--- config.mk ---
export PLATFORM = sky130hd
export DESIGN_NAME = dcf77_frame_sync_ctrl
export DESIGN_NICKNAME = d
export VERILOG_FILES = /design/src/rtl/dcf77_pkg.sv /design/src/rtl/dcf77_frame_check.sv /design/src/rtl/dcf77_frame_sync_ctrl.sv
export SDC_FILE = /design/constraint.sdc
export NUM_CORES = 1
export LEC_CHECK = 0
export CAP_MARGIN = 20
export CORE_MARGIN = 4
export CORE_UTILIZATION = 45
export DETAILED_ROUTE_END_ITERATION = 10
export GPL_ROUTABILITY_DRIVEN = 0
export PLACE_DENSITY_LB_ADDON = 0.1
export SLEW_MARGIN = 20
export SYNTH_ARGS = -nofsm -noshare
export SYNTH_HDL_FRONTEND = slang
export SYNTH_HIERARCHICAL = 1
export SYNTH_SLANG_ARGS = --single-unit
--- constraint.sdc ---
create_clock -name qzt_clk -period 4.6 [get_ports qzt_clk]
set_clock_uncertainty 0.1 [all_clocks]
set_input_delay 0.92 -clock qzt_clk [delete_from_list [all_inputs] [get_ports qzt_clk]]
set_output_delay 0.92 -clock qzt_clk [all_outputs]
set_load 0.005 [all_outputs]
--- src/rtl/dcf77_pkg.sv ---
// dcf77_pkg: shared state encoding, error codes and frame bit positions
package dcf77_pkg;
  typedef enum logic [1:0] {HUNT, COLLECT, CHECK, LOAD} state_t;
  localparam logic [2:0] E_ACK = 3'd0;
  localparam logic [2:0] E_OVF = 3'd1;
  localparam logic [2:0] E_CNT = 3'd2;
  localparam logic [2:0] E_START = 3'd3;
  localparam logic [2:0] E_P1 = 3'd4;
  localparam logic [2:0] E_P2 = 3'd5;
  localparam logic [2:0] E_P3 = 3'd6;
  localparam logic [2:0] E_BCD = 3'd7;
  localparam int START = 20;
  localparam int MIN_LO = 21;
  localparam int P1 = 28;
  localparam int HOUR_LO = 29;
  localparam int P2 = 35;
  localparam int DATE_LO = 36;
  localparam int P3 = 58;
endpackage

--- src/rtl/dcf77_frame_check.sv ---
// dcf77_frame_check: combinational validation of one collected DCF77 minute frame
// bits_i: frame bits (bit n = n-th second), count_i: bits collected
// pass_o: frame valid, code_o: first failing check, min_bcd_o/hour_bcd_o: decoded time
module dcf77_frame_check
  import dcf77_pkg::*;
#(
  parameter int FRAME_BITS = 59
) (
  input  logic [P3:0] bits_i,
  input  logic [5:0]  count_i,
  output logic        pass_o,
  output logic [2:0]  code_o,
  output logic [7:0]  min_bcd_o,
  output logic [7:0]  hour_bcd_o
);
  logic [3:0] mu, mt, hu, ht;
  logic bcd_bad;
  assign mu = bits_i[MIN_LO+:4];
  assign mt = {1'b0, bits_i[MIN_LO+4+:3]};
  assign hu = bits_i[HOUR_LO+:4];
  assign ht = {2'b0, bits_i[HOUR_LO+4+:2]};
  assign bcd_bad = (mu > 4'd9) | (mt > 4'd5) | (hu > 4'd9) | (ht > 4'd2) | (ht == 4'd2 && hu > 4'd3);
  // parity ranges include their parity bit, so even parity means XOR == 0
  assign code_o = count_i != 6'(FRAME_BITS) ? E_CNT :
                  !bits_i[START]            ? E_START :
                  ^bits_i[P1:MIN_LO]        ? E_P1 :
                  ^bits_i[P2:HOUR_LO]       ? E_P2 :
                  ^bits_i[P3:DATE_LO]       ? E_P3 :
                  bcd_bad                   ? E_BCD : E_ACK;
  // code 0 is never produced by a check, so it doubles as "all checks passed"
  assign pass_o = code_o == E_ACK;
  assign min_bcd_o = {mt, mu};
  assign hour_bcd_o = {ht, hu};
endmodule

--- src/rtl/dcf77_frame_sync_ctrl.sv ---
// dcf77_frame_sync_ctrl: collects DCF77 bits, validates each minute frame and loads the time counters
// in: qzt_clk, reset, bit_strobe/bit_value (bit detector), minute_strobe (minute mark), load_ack
// out: load_req/load_min/load_hour (counter load), frame_ok/frame_err/err_code, bit_index, synced
module dcf77_frame_sync_ctrl
  import dcf77_pkg::*;
#(
  parameter int FRAME_BITS = 59,
  parameter int MAX_ERRS = 2
) (
  input  logic       qzt_clk,
  input  logic       reset,
  input  logic       bit_strobe,
  input  logic       bit_value,
  input  logic       minute_strobe,
  input  logic       load_ack,
  output logic       load_req,
  output logic [7:0] load_min,
  output logic [7:0] load_hour,
  output logic       frame_ok,
  output logic       frame_err,
  output logic [2:0] err_code,
  output logic [5:0] bit_index,
  output logic       synced
);
  state_t state_q, state_d;
  logic [P3:0] sr_q, sr_d;
  logic [5:0] idx_q, idx_d;
  logic [2:0] code_q, code_d;
  logic [7:0] min_q, min_d, hour_q, hour_d;
  logic [3:0] cnt_q, cnt_d, cnt_inc;
  logic ok_q, ok_d, err_q, err_d, req_q, req_d, sync_q, sync_d;
  logic bs_q, bs_prev_q, ms_q, ms_prev_q, bv_q;
  logic b_edge, m_edge, chk_pass;
  logic [2:0] chk_code;
  logic [7:0] chk_min, chk_hour;
  dcf77_frame_check #(.FRAME_BITS(FRAME_BITS)) u_check (
    .bits_i    (sr_q),
    .count_i   (idx_q),
    .pass_o    (chk_pass),
    .code_o    (chk_code),
    .min_bcd_o (chk_min),
    .hour_bcd_o(chk_hour)
  );
  assign b_edge = bs_q & ~bs_prev_q;
  assign m_edge = ms_q & ~ms_prev_q;
  assign cnt_inc = &cnt_q ? cnt_q : cnt_q + 4'd1;
  always_comb begin
    state_d = state_q;
    sr_d = sr_q;
    idx_d = idx_q;
    code_d = code_q;
    min_d = min_q;
    hour_d = hour_q;
    cnt_d = cnt_q;
    ok_d = 1'b0;
    err_d = 1'b0;
    req_d = req_q;
    sync_d = sync_q;
    case (state_q)
      HUNT: begin
        if (m_edge) begin
          idx_d = '0;
          state_d = COLLECT;
        end
      end
      COLLECT, LOAD: begin
        if (state_q == LOAD && load_ack) begin
          req_d = 1'b0;
          sync_d = 1'b1;
          cnt_d = '0;
          state_d = COLLECT;
        end
        // a minute edge wins over a simultaneous bit edge; that bit is dropped
        if (m_edge) begin
          if (state_q == LOAD && !load_ack) begin
            req_d = 1'b0;
            code_d = E_ACK;
            err_d = 1'b1;
            cnt_d = cnt_inc;
            if (cnt_inc >= 4'(MAX_ERRS)) sync_d = 1'b0;
          end
          state_d = CHECK;
        end else if (b_edge) begin
          if (idx_q < 6'(FRAME_BITS)) begin
            sr_d[idx_q] = bv_q;
            idx_d = idx_q + 6'd1;
          end else begin
            code_d = E_OVF;
            err_d = 1'b1;
            cnt_d = cnt_inc;
            req_d = 1'b0;
            sync_d = 1'b0;
            state_d = HUNT;
          end
        end
      end
      CHECK: begin
        idx_d = '0;
        if (chk_pass) begin
          min_d = chk_min;
          hour_d = chk_hour;
          ok_d = 1'b1;
          req_d = 1'b1;
          state_d = LOAD;
        end else begin
          code_d = chk_code;
          err_d = 1'b1;
          cnt_d = cnt_inc;
          if (cnt_inc >= 4'(MAX_ERRS)) sync_d = 1'b0;
          state_d = COLLECT;
        end
      end
      default: state_d = HUNT;
    endcase
  end
  always_ff @(posedge qzt_clk) begin
    if (reset) begin
      state_q <= HUNT;
      sr_q <= '0;
      idx_q <= '0;
      code_q <= '0;
      min_q <= '0;
      hour_q <= '0;
      cnt_q <= '0;
      ok_q <= 1'b0;
      err_q <= 1'b0;
      req_q <= 1'b0;
      sync_q <= 1'b0;
      bs_q <= 1'b0;
      bs_prev_q <= 1'b0;
      ms_q <= 1'b0;
      ms_prev_q <= 1'b0;
      bv_q <= 1'b0;
    end else begin
      state_q <= state_d;
      sr_q <= sr_d;
      idx_q <= idx_d;
      code_q <= code_d;
      min_q <= min_d;
      hour_q <= hour_d;
      cnt_q <= cnt_d;
      ok_q <= ok_d;
      err_q <= err_d;
      req_q <= req_d;
      sync_q <= sync_d;
      bs_q <= bit_strobe;
      bs_prev_q <= bs_q;
      ms_q <= minute_strobe;
      ms_prev_q <= ms_q;
      bv_q <= bit_value;
    end
  end
  assign load_req = req_q;
  assign load_min = min_q;
  assign load_hour = hour_q;
  assign frame_ok = ok_q;
  assign frame_err = err_q;
  assign err_code = code_q;
  assign bit_index = idx_q;
  assign synced = sync_q;
endmodule

==> flow_summary_export.csv <==
group,metric,value,unit
pwr,p_leak,0.00162,uW
sta,rsz0062_at_grt,"false",
finish,final_area,4940,um^2
logic_synthesis,yosysWarnings,6,
sta,tightest_slew,0.907,ns
detailed_routing,drt-total-wl,11.0,mm
clock_network,clkLatencyLatePin,0.37,ns
pwr,switching_share,21.5,%
global_routing,overflow,0,
critical_path,rr_startpoint,"sr_q[21]",
finish,layout.cells.non_filler,653,
sta,setup_viol,0,
placed_design,placedCellCount,637,
detailed_routing,num_vias,3677,
detailed_routing,firstDrtPassIters,5,
placed_design,portBuffers,34,
global_routing,grt_pass1_wl,18.1,mm
outcome,outcome,"finished, final reports clean",
die,die_h,108,um
clock_network,cts_resized,0,
finish,layout.nets,535,
detailed_routing,drt_iter0_markers,185,
pwr,power_frac_clock,47.5,%
logic_synthesis,syn_avg_cell_area,8.59,um^2
finish,drive_gt1_share,8.08,%
pwr,internal-power,1140,uW
clock_network,cts_hold_buf,0,
global_routing,track_usage,19.9,%
min_path,hp-start,"load_min[6]",
critical_path,cp.required,4.81,ns
min_path,min_path_cells,2,
min_path,hold_path.class,"reg -> reg",
sta,post-route-period-util,67.5,%
clock_network,htree_levels,3,
critical_path,criticalPathCategory,"reg -> reg",
clock_network,clkTransAtPathRegs,0.08,ns
clock_network,numCtsBuffers,9,
pwr,pwr-share-seq,47.8,%
sta,hold_violations,0,
clock_network,cts_root_buffer,"clkbuf_8",
sta,fin_crit,3.10,ns
clock_network,postCtsSetupRepairBufs,0,
detailed_routing,drtAntennaViolNets,0,
detailed_routing,wl_per_cell,16.8,um
critical_path,reg2reg_depth,9,
detailed_routing,drc,0,
die,core,9770,um^2
sta,fmax,322,MHz
min_path,holdPathEnd,"load_min[6]",
finish,antenna_cells,0,
die,rows,36,
pwr,p_sw,313,uW
clock_network,clockBufferDepth,2,
critical_path,critPathMaxFanout,18,
logic_synthesis,netlist_instances,525,
logic_synthesis,syn-cell-area,4510,um^2
global_routing,grt_pass1_vias,3480,
critical_path,arrival,3.31,ns
pwr,power,1460,uW
critical_path,crit_family,"simple AND/OR/NAND/NOR gates",
clock_network,cts_tree,"done",
sta,hold_ws,0.356,ns
flow_run,maxCapViolations,0,
placed_design,place_area,4670,um^2
critical_path,worstReg2RegEnd,"load_req",
critical_path,max_stage_delay,0.62,ns
critical_path,critPathBufInv,1,
placed_design,hpwl,7.48,mm
critical_path,r2r_setup_slack,1.50,ns
critical_path,cp_slowest_cell,"and2_1",
finish,final_common_cell,"dfxtp_1",
global_routing,antenna_found_initial,0,
sta,finalSetupTns,0,ns
detailed_routing,vias_per_cell,5.63,
sta,report.final.slew_viol_count,0,
pwr,power.density,295,nW/um^2
die,die_area,11700,um^2
finish,syn2layout_area_growth,9.46,%
global_routing,grt_max_degree,32,
pwr,ir_drop,0.132,mV
clock_network,cts.sinks,79,
die,die_w,108,um
finish,layout_common_cells,"dfxtp_1 (79), a21oi_1 (62), nand2_1 (44)",
sta,max_slew_margin,39.1,%
critical_path,endpoint_kind,"flip-flop",
die,ios,35,
critical_path,cp_cell_sequence,"inv_1 -> ha_1 -> xnor3_1 -> xnor2_1 -> nor3b_1 -> nor3b_2 -> and2_1 -> o21ai_0 -> a21oi_1",
pwr,power_frac_comb,4.6,%
die,start_util,46.2,%
critical_path,cp-start-kind,"flip-flop",
==> registers in the layout (all words and copies together), names as in the netlist <==
| signal | flops |
|---|---|
| frame_err | 1 |
| load_hour | 8 |
| synced | 1 |
| bv_q | 1 |
| cnt_q | 4 |
| sr_q | 39 |
| bit_index | 6 |
| bs_prev_q | 1 |
| frame_ok | 1 |
| state_q | 2 |
| ms_prev_q | 1 |
| load_req | 1 |
| err_code | 3 |
| ms_q | 1 |
| load_min | 8 |
| bs_q | 1 |
==> per-layer routing <==
layer | GRT usage [%] | vias up | share of wire [%]
li1 | - | 1811 | -
met1 | 27.9 | 1728 | 47
met2 | 29.4 | 115 | 44
met3 | 4.42 | 23 | 6.3
met4 | 8.48 | 0 | 3.0
met5 | 0 | - | 0
==> worst max-delay path by stage <==
stage                   from  cells past startpoint       end
finish              sr_q[21]                      9  load_req
global route        sr_q[21]                      9  load_req
floorplan           sr_q[21]                     10  cnt_q[3]
CTS                 sr_q[21]                      9  load_req
global placement    sr_q[26]                     10  cnt_q[3]
detailed placement  sr_q[21]                      9  load_req
==> worst min-delay path: stages (launching register included) <==
cell	delay, ns
dfxtp_1	0.31
nand2_1	0.05
a21oi_1	0.05
==> power by group through the flow <==
stage          registers (uW)  logic, uW  clock network (uW)
3_3_place_gp              712       66.3                   0
3_5_place_dp              712       66.7                   0
6_report                  696       67.2                 692
5_1_grt                   697       73.2                 737
4_1_cts                   696       66.9                 703
2_1_floorplan             707       55.0                   0
==> stage by stage <==
| stage | worst slack (ns) | utilization [%] |
|---|---|---|
| 4_1_cts | 1.51 | 50.5 |
| 3_5_place_dp | 1.56 | 47.8 |
| 2_1_floorplan | 1.91 | - |
| 6_report | 1.50 | 50.5 |
| 5_1_grt | 1.12 | 50.5 |
| 3_3_place_gp | 1.69 | 47.8 |
==> final cells by class <==
| class | count | area [um^2] |
|---|---|---|
| clock buffers | 11 | 141 |
| clock inverters | 5 | 129 |
| fillers | 967 | 4840 |
| inverters | 16 | 60.1 |
| multi-input cells | 371 | 2490 |
| flip-flops and latches | 79 | 1580 |
| well taps | 133 | 166 |
| repair buffers | 38 | 365 |
Note: power is estimated with default switching activity, not from simulation.
